==> src/rtl/hood_pkg.sv <==
// hood_pkg: shared definitions for the range-hood mode sequencer and datapath.
//   - MODE_* : mode_state encoding seen by the timing/display datapath
//   - DEF_*  : default prescaler ratio and timed-mode durations (seconds)
//   - state_e: sequencer state type, encoded directly as the mode_state code
package hood_pkg;

    localparam logic [2:0] MODE_STANDBY   = 3'd0;
    localparam logic [2:0] MODE_GEAR1     = 3'd1;
    localparam logic [2:0] MODE_GEAR2     = 3'd2;
    localparam logic [2:0] MODE_HURRICANE = 3'd3;
    localparam logic [2:0] MODE_CLEAN     = 3'd4;
    localparam logic [2:0] MODE_EXIT      = 3'd5;
    localparam logic [2:0] MODE_OFF       = 3'd7;

    localparam int unsigned DEF_TICKS_PER_SEC = 500;
    localparam int unsigned DEF_HURRICANE_S   = 60;
    localparam int unsigned DEF_CLEAN_S       = 180;
    localparam int unsigned DEF_EXIT_S        = 60;

    localparam int unsigned MODE_W = 3;
    localparam int unsigned CD_W   = 8;

    typedef enum logic [MODE_W-1:0] {
        ST_STANDBY   = MODE_STANDBY,
        ST_GEAR1     = MODE_GEAR1,
        ST_GEAR2     = MODE_GEAR2,
        ST_HURRICANE = MODE_HURRICANE,
        ST_CLEAN     = MODE_CLEAN,
        ST_EXIT      = MODE_EXIT,
        ST_OFF       = MODE_OFF
    } state_e;

    // States that run a seconds countdown and leave on expiry.
    function automatic logic is_timed(input state_e s);
        return (s == ST_HURRICANE) || (s == ST_CLEAN) || (s == ST_EXIT);
    endfunction

endpackage

==> src/rtl/sec_prescaler.sv <==
// sec_prescaler: divides clk down to a once-per-second wrap indication.
//   clk   : system clock
//   rst   : synchronous active-low reset
//   clr   : restart the count at 0 (takes priority over en)
//   en    : count while high; count is held at 0 while low
//   tick  : combinational, high in the cycle whose edge wraps the count;
//           the owner registers it so it lines up with its own state update
module sec_prescaler
    import hood_pkg::*;
#(
    parameter int unsigned TICKS_PER_SEC = DEF_TICKS_PER_SEC
) (
    input  logic clk,
    input  logic rst,
    input  logic clr,
    input  logic en,
    output logic tick
);

    localparam int unsigned        CNT_W   = (TICKS_PER_SEC > 1) ? $clog2(TICKS_PER_SEC) : 1;
    localparam logic [CNT_W-1:0]   CNT_MAX = CNT_W'(TICKS_PER_SEC - 1);

    logic [CNT_W-1:0] cnt_q;
    logic [CNT_W-1:0] cnt_d;

    assign tick = en && (cnt_q == CNT_MAX);

    // Next count: clear wins, then hold-at-zero when disabled, then wrap/increment.
    always_comb begin
        cnt_d = cnt_q;
        if (clr || !en) begin
            cnt_d = '0;
        end else if (tick) begin
            cnt_d = '0;
        end else begin
            cnt_d = cnt_q + CNT_W'(1);
        end
    end

    always_ff @(posedge clk) begin
        if (!rst) begin
            cnt_q <= '0;
        end else begin
            cnt_q <= cnt_d;
        end
    end

endmodule

==> src/rtl/hood_mode_ctrl.sv <==
// hood_mode_ctrl: range-hood mode sequencer.
//   clk, rst                 : clock, synchronous active-low reset
//   power_on                 : power switch level
//   menu/mode1/mode2/mode3/clean_btn : debounced one-cycle button pulses
//   mode_state     (3)       : current mode code (hood_pkg MODE_*)
//   countdown_sec  (8)       : seconds left in HURRICANE/CLEAN/EXIT, else 0
//   sec_tick                 : one-cycle pulse per second while powered
//   hurricane_used           : hurricane gear consumed this power cycle
//   clean_done               : one-cycle pulse as CLEAN returns to STANDBY
module hood_mode_ctrl
    import hood_pkg::*;
#(
    parameter int unsigned TICKS_PER_SEC = DEF_TICKS_PER_SEC,
    parameter int unsigned HURRICANE_S   = DEF_HURRICANE_S,
    parameter int unsigned CLEAN_S       = DEF_CLEAN_S,
    parameter int unsigned EXIT_S        = DEF_EXIT_S
) (
    input  logic              clk,
    input  logic              rst,
    input  logic              power_on,
    input  logic              menu_btn,
    input  logic              mode1_btn,
    input  logic              mode2_btn,
    input  logic              mode3_btn,
    input  logic              clean_btn,
    output logic [MODE_W-1:0] mode_state,
    output logic [CD_W-1:0]   countdown_sec,
    output logic              sec_tick,
    output logic              hurricane_used,
    output logic              clean_done
);

    state_e            state_q, state_d;
    logic [CD_W-1:0]   cd_q, cd_d;
    logic              armed_q, armed_d;
    logic              hu_q, hu_d;
    logic              tick_q, tick_d;
    logic              done_q, done_d;
    logic              wrap;
    logic              state_chg;
    logic              expire;

    // Prescaler restarts on every state change so each state gets full seconds.
    sec_prescaler #(
        .TICKS_PER_SEC (TICKS_PER_SEC)
    ) u_prescaler (
        .clk  (clk),
        .rst  (rst),
        .clr  (state_chg),
        .en   (state_q != ST_OFF),
        .tick (wrap)
    );

    assign state_chg = (state_d != state_q);
    assign expire    = wrap && (cd_q == CD_W'(1));

    // Next state, countdown and flag updates; button priority menu > mode3 > mode2 > mode1 > clean.
    always_comb begin
        state_d = state_q;
        armed_d = armed_q;
        hu_d    = hu_q;
        cd_d    = cd_q;
        tick_d  = 1'b0;
        done_d  = 1'b0;

        if (!power_on) begin
            state_d = ST_OFF;
            armed_d = 1'b0;
            hu_d    = 1'b0;
        end else begin
            case (state_q)
                ST_OFF: state_d = ST_STANDBY;
                ST_STANDBY: begin
                    if (menu_btn) begin
                        armed_d = !armed_q;
                    end else if (armed_q) begin
                        // A refused hurricane request leaves the menu armed.
                        if (mode3_btn) begin
                            if (!hu_q) begin
                                state_d = ST_HURRICANE;
                                armed_d = 1'b0;
                            end
                        end else if (mode2_btn) begin
                            state_d = ST_GEAR2;
                            armed_d = 1'b0;
                        end else if (mode1_btn) begin
                            state_d = ST_GEAR1;
                            armed_d = 1'b0;
                        end else if (clean_btn) begin
                            state_d = ST_CLEAN;
                            armed_d = 1'b0;
                        end
                    end
                end
                ST_GEAR1, ST_GEAR2: begin
                    if (menu_btn) begin
                        state_d = ST_EXIT;
                    end else if (mode3_btn) begin
                        if (!hu_q) state_d = ST_HURRICANE;
                    end else if (mode2_btn) begin
                        state_d = ST_GEAR2;
                    end else if (mode1_btn) begin
                        state_d = ST_GEAR1;
                    end
                end
                ST_HURRICANE: begin
                    if (menu_btn)    state_d = ST_EXIT;
                    else if (expire) state_d = ST_GEAR2;
                end
                ST_CLEAN, ST_EXIT: begin
                    if (expire) state_d = ST_STANDBY;
                end
                default: state_d = ST_OFF;
            endcase
        end

        if ((state_d == ST_HURRICANE) && (state_q != ST_HURRICANE)) begin
            hu_d = 1'b1;
        end

        if (state_d != state_q) begin
            case (state_d)
                ST_HURRICANE: cd_d = CD_W'(HURRICANE_S);
                ST_CLEAN:     cd_d = CD_W'(CLEAN_S);
                ST_EXIT:      cd_d = CD_W'(EXIT_S);
                default:      cd_d = '0;
            endcase
        end else if (wrap && is_timed(state_q)) begin
            cd_d = cd_q - CD_W'(1);
        end

        // The tick that causes a state change is swallowed with the prescaler restart.
        tick_d = wrap && (state_d == state_q);
        done_d = (state_q == ST_CLEAN) && (state_d == ST_STANDBY);
    end

    always_ff @(posedge clk) begin
        if (!rst) begin
            state_q <= ST_OFF;
            cd_q    <= '0;
            armed_q <= 1'b0;
            hu_q    <= 1'b0;
            tick_q  <= 1'b0;
            done_q  <= 1'b0;
        end else begin
            state_q <= state_d;
            cd_q    <= cd_d;
            armed_q <= armed_d;
            hu_q    <= hu_d;
            tick_q  <= tick_d;
            done_q  <= done_d;
        end
    end

    assign mode_state     = state_q;
    assign countdown_sec  = cd_q;
    assign sec_tick       = tick_q;
    assign hurricane_used = hu_q;
    assign clean_done     = done_q;

endmodule
==> config.mk <==
export PLATFORM = sky130hd
export DESIGN_NAME = hood_mode_ctrl
export DESIGN_NICKNAME = d
export VERILOG_FILES = /design/src/rtl/hood_pkg.sv /design/src/rtl/sec_prescaler.sv /design/src/rtl/hood_mode_ctrl.sv
export SDC_FILE = /design/constraint.sdc
export NUM_CORES = 1
export LEC_CHECK = 0
export BUFFER_PORTS_ARGS = -buffer_cell sky130_fd_sc_hd__buf_2
export CORE_MARGIN = 2
export CORE_UTILIZATION = 50
export CTS_CLUSTER_DIAMETER = 150
export CTS_CLUSTER_SIZE = 30
export DETAILED_ROUTE_END_ITERATION = 16
export PLACE_DENSITY = 0.75
export SLEW_MARGIN = 15
export SYNTH_ARGS = -nofsm -noshare
export SYNTH_HDL_FRONTEND = slang
export SYNTH_SLANG_ARGS = --single-unit
==> constraint.sdc <==
create_clock -name clk -period 2.3 [get_ports clk]
set_input_delay 0.23 -clock clk [delete_from_list [all_inputs] [get_ports clk]]
set_output_delay 0.23 -clock clk [all_outputs]
set_load 0.02 [all_outputs]
### Word-level counts from Yosys, hierarchy flattened

Index checks and enable logic that the tools add are counted.

| word-level totals | value |
|---|---|
| flip-flop bits (word level) | 24 |
| bits of input ports | 8 |
| output and inout bits | 14 |
| word-level logic and storage cells | 73 |

| operators by class | value |
|---|---|
| add/sub/neg operators | 2 |
| equal/unequal tests | 16 |
| muxes and demuxes | 28 |
| bitwise logic cells | 1 |
| reduce and logical (&&, ||, !) cells | 19 |

Operator list:

| operator | number |
|---|---|
| 2-to-1 mux 3 bit | 15 |
| 2-to-1 mux 8 bit | 2 |
| one-hot mux 8 bit (2 select lines) | 1 |
| == test 3 bit (second input constant) | 5 |
| one-hot mux 3 bit (5 select lines) | 1 |
| adder 9 x 1 -> 9 bit (second input constant) | 1 |
| == test 3 x 2 -> 1 bit (second input constant) | 3 |
| == test 9 bit (second input constant) | 1 |
| 2-to-1 mux 1 bit | 9 |
| == test 8 x 1 -> 1 bit (second input constant) | 1 |
| subtractor 8 x 1 -> 8 bit (second input constant) | 1 |
| logical AND 1 bit | 6 |
| logical NOT 3 bit | 2 |
| OR reduction 2 bit | 3 |
| == test 3 x 1 -> 1 bit (second input constant) | 1 |
| == test 3 bit | 1 |
| logical OR 1 bit | 3 |
| != test 3 x 2 -> 1 bit (second input constant) | 1 |
| != test 3 bit | 1 |
| != test 3 bit (second input constant) | 1 |
| OR reduction 3 bit | 1 |
| logical NOT 1 bit | 2 |
| != test 2 x 1 -> 1 bit (second input constant) | 1 |
| AND reduction 2 bit | 1 |
| other kinds (2) | 2 |

### Depth between registers and ports, before layout

| logic depth | value |
|---|---|
| word-level depth | 12 |
| mapped depth | 9 |
| gate-level depth less buffers | 9 |

### Hierarchy

A second synthesis with hierarchy kept.

| unflattened totals | value |
|---|---|
| cells, all modules | 175 |
| area, all modules | 1,515.2 um2 |

By module, submodules not included:

| module | instances | cells an instance | area an instance (um2) | sequential area each (um2) |
|---|---|---|---|---|
| hood_mode_ctrl | 1 | 126 | 1,043.5 | 300.3 |
| sec_prescaler | 1 | 49 | 471.7 | 180.2 |

### Worst setup path after synthesis

No wires, ideal clock.

| timing path | value |
|---|---|
| path kind | reg2reg |
| from | reg cd_q[0] (netlist: countdown_sec[0]) |
| to | reg cd_q[2] (netlist: countdown_sec[2]) |
| setup time | 0.115 ns |
| arrival | 2.426 ns |
| path slack | -0.241 ns |
| stages on the path, launching flop included | 9 |
| cells stage by stage | dfxtp_1 > ha_1 > or3b_2 > or4_4 > o21ai_2 > and4_4 > nor4_4 > a311o_1 > and3_1 |

| on the way | value |
|---|---|
| cells in the longest elaborated chain, start to end | 10 |
| elaborated cells on any way between the ends | 17 |
| classes of those cells | add/sub: 1; eq/ne: 5; mux: 8; reduce/logical: 3 |

RTL lines:

| what | line | source |
|---|---|---|
| start: declaration | hood_mode_ctrl.sv:34 | `logic [CD_W-1:0] cd_q, cd_d;` |
| start signal: assignment | hood_mode_ctrl.sv:140 | `cd_q <= '0;` |
| start signal: assignment | hood_mode_ctrl.sv:147 | `cd_q <= cd_d;` |
| == test 8 x 1 -> 1 bit | hood_mode_ctrl.sv:55 | `assign expire = wrap && (cd_q == CD_W'(1));` |
| logical AND 1 bit | hood_mode_ctrl.sv:55 |  |
| 2-to-1 mux 3 bit | hood_mode_ctrl.sv:108 | `else if (expire) state_d = ST_GEAR2;` |
| 2-to-1 mux 3 bit | hood_mode_ctrl.sv:107 | `if (menu_btn) state_d = ST_EXIT;` |
| one-hot mux 3 bit (5 select lines) | hood_mode_ctrl.sv:71 | `case (state_q)` |
| 2-to-1 mux 3 bit | hood_mode_ctrl.sv:66 | `if (!power_on) begin` |
| == test 3 x 2 -> 1 bit or == test 3 bit (tied branches) | hood_mode_ctrl.sv:122 | `case (state_d)` |
| OR reduction 2 bit (no source line) | -- |  |
| one-hot mux 8 bit (2 select lines) | hood_mode_ctrl.sv:122 |  |
| 2-to-1 mux 8 bit | hood_mode_ctrl.sv:121 | `if (state_d != state_q) begin` |

Several ways; a longest one is shown, not always the timed one. The select of a mux whose other input is x is not followed.
A chain may end at the register's enable or synchronous reset.

### Worst setup path in the final report

| timing path | value |
|---|---|
| from | reg cd_q[3] (netlist: countdown_sec[3]) |
| to | reg cd_q[4] (netlist: countdown_sec[4]) |

Same word-level chain as after synthesis.

==> metrics.md <==
| Metric | Value |
|---|---|
| DR vias/cell | 5.65 |
| Util after Layout | 67.6% |
| Worst path slowest cell | or4_4 |
| Post-route DRC violation count | 0 |
| Synthesized instance count | 168 |
| Most area-hungry cell type in the Yosys netlist | dfxtp_1 |
| Total detailed-routing wirelength | 3270 um |
| Ant diodes | 0 |
| Seq pwr share | 46.0% |
| Net Sw Frac | 32.0% |
| Comb power frac | 34.8% |
| Area share of the largest cell type after synthesis | 34.6% |
| Die span in y | 56.7 um |
| Initial detailed-routing violation count | 54 |
| Max Cap Violations | 0 |
| PortBufs | 21 |
| Row count | 19 |
| Dpl ws | -0.123 ns |
| Vias in the first global route | 1,323 |
| Critical path type | reg -> reg |
| Peak supply drop | 0.446 mV |
| Die W | 56.7 um |
| CP Data Arrival Time | 2.68 ns |
| Clock tree buffer depth | 2 |
| Largest net degree at the start of global routing | 20 |
| Clock network power share | 19.2% |
| WL/cell | 13.4 um |
| Asr flop ratio synth | 0% |
| Distinct cells, synth | 45 |
| CTS clock-pin slew for the worst setup and hold paths | 0.12 ns |
| Total number of vias | 1,378 |
| EDFF count, synth | 0 |
| Pins Over Slew Limit | 0 |
| Crit path cell chain | or4_4, or4_4, o21a_1, and3_1, a311o_1, and3_1 |
| Register area share after synthesis | 34.6% |
| GR Overflow Total | 0 |
| Synth Flop Type | dfxtp_1 |
| Final cell count without fillers | 244 |
| Die area | 3220 um2 |
| Slowest stage delay, CP | 0.57 ns |
| GP Congestion | 0.943 |
| Slew margin rel. | 51.7% |
| LEAKAGE | 0.737 nW |
| CP Data Required Time | 2.52 ns |
| Nets | 225 |
| Antenna-violating nets left | 0 |
| CTS Hold Bufs | 0 |
| Pre-antenna DRT Iters | 5 |
| Tmin final | 2.45 ns |
| Final setup margin | -0.155 ns |
| CP Launch Type | flop |
| WP buf/inv | 0 |
| Yosys Warn Count | 0 |
| Final-report setup violation count | 18 |
| # fillers | 223 |
| Worst-Margin Slew | 0.720 ns |
| Unrepaired setup endpoints after global routing | true |
| Upper clock frequency limit | 407 MHz |
| CP top delay family | simple AND/OR/NAND/NOR gates |
| Layout cells sized above 1 | 34.7% |
| Syn nets | 179 |
| Clk_skew | 0.00127 ns |
| Clock latency on the worst-skew pair | 0.31 ns |
| Internal power | 663 uW |
| Clock sink total | 24 |
| Overall power | 975 uW |
| Initial antenna violation count | 0 |
| Flops & latches, synth | 24 |
| Violated checks | negative setup slack |
| Synthesized area per cell | 8.27 um2 |
| Hold/Removal Path Class | in -> reg |
| Final Cell Area | 1820 um2 |
| Core ar. | 2690 um2 |
| Fin. Hold Viols | 0 |
| Number of I/O pins | 22 |
| Tcrit/Tclk final | 107% |
| Sw Pwr | 312 uW |
| CP endpoint kind | flop |
| Initial Util | 51.7% |
| DP Area | 1680 um2 |
| H-Tree Level Count | 1 |
| CTS root buf | clkbuf_4 |
| Power per cell area | 537 nW/um2 |
| CTS buffer count | 3 |
| Global Route Usage Sum | 21.1% |
| Synthesized area | 1390 um2 |
| Crit Path Max Fanout | 3 |
| Largest cells by area after synthesis | dfxtp_1 (35%), xnor2_1 (6.9%), nor2_1 (6.5%) |
| First-pass GRT wire length | 5440 um |
| Syn-to-layout area delta | 30.7% |
| HPWL Detailed | 2450 um |
| CTS tree | done |
| Placed Cells | 235 |
| Status | finished, violations left |
-- state kept, by name (all words and copies together) (netlist names) --
name               cells
armed_q                1
clean_done             1
countdown_sec          8
hurricane_used         1
mode_state             3
sec_tick               1
u_prescaler.cnt_q      9
-- power groups by stage --
stage                     Sequential, mW  Combinational [mW]  Clock, mW
after global routing               0.451               0.365      0.202
after floorplan                    0.480               0.154          0
after detailed placement           0.458               0.274          0
after global placement             0.456               0.267          0
after CTS                          0.448               0.299      0.193
final                              0.448               0.340      0.187
-- cells in the final DEF (no fill, tap or decap), drive strengths merged, types with 4 or more instances in the layout --
cell / count
nand2: 15
nor3: 4
buf: 47
clkbuf: 4
or2: 4
and3: 6
o21ai: 4
dfxtp: 24
xor2: 5
inv: 4
nor2: 24
xnor2: 11
nor2b: 7
nand3: 7
-- Yosys cell counts, types with 3 or more instances --
master    instances
a211oi_1          3
a31oi_1           3
and3_1            6
clkbuf_1          5
dfxtp_1          24
ha_1              3
inv_1             4
nand2_1          15
nand3_1           7
nand4_1           3
nor2_1           24
nor2b_1           7
nor3_1            4
nor3b_1           3
o21a_1            3
xnor2_1          11
xor2_1            5
-- what timing repair did --
action,CTS,global route
setup buffers,3,2
pin swaps,5,7
gates resized for setup,3,14
endpoints found under the setup margin,14,20
-- metal layers --
metal,GRT usage (%),routed length (um),up-vias
li1,-,-,686
met1,25.4,1470,653
met2,36.9,1640,31
met3,2.30,98,8
met4,9.86,62,0
met5,0,0,-
-- cell families (layout without fill, tap and decap cells) --
family	count (synthesis)	after routing	share of synthesized area (%)
mux	2	2	1.44
fa+ha+maj	3	3	2.70
buf+inv	10	55	2.70
flops	24	24	34.6
xor+xnor	16	16	10.1
simple gates	89	89	35.8
compound gates	24	24	12.7
-- area by class of cell --
cell class / instances / area [um2] / area share [%]
clock buffer: 4 / 26.3 / 1.45
sequential: 24 / 494 / 27.2
tap: 31 / 38.8 / 2.14
inverter: 4 / 15.0 / 0.827
multi-input combinational: 134 / 926 / 51.0
timing repair buffer: 47 / 315 / 17.4
-- final timing paths --
path               startpoint          endpoint  slack [ns]  cells past startpoint
min                  power_on     mode_state[1]        0.19                      2
max reg2reg  countdown_sec[3]  countdown_sec[4]       -0.15                      6
max          countdown_sec[3]  countdown_sec[4]       -0.15                      6
min reg2reg           armed_q           armed_q        0.51                      2
-- through the flow --
step | setup TNS (ns) | hold slack, ns
global route | -3.03 | 0.215
detailed placement | -1.23 | 0.499
CTS | -0.531 | 0.183
global placement | -0.493 | 0.482
floorplan | -0.414 | 0.389
finish | -1.77 | 0.191
No activity file was read; power rests on OpenSTA's default activity.
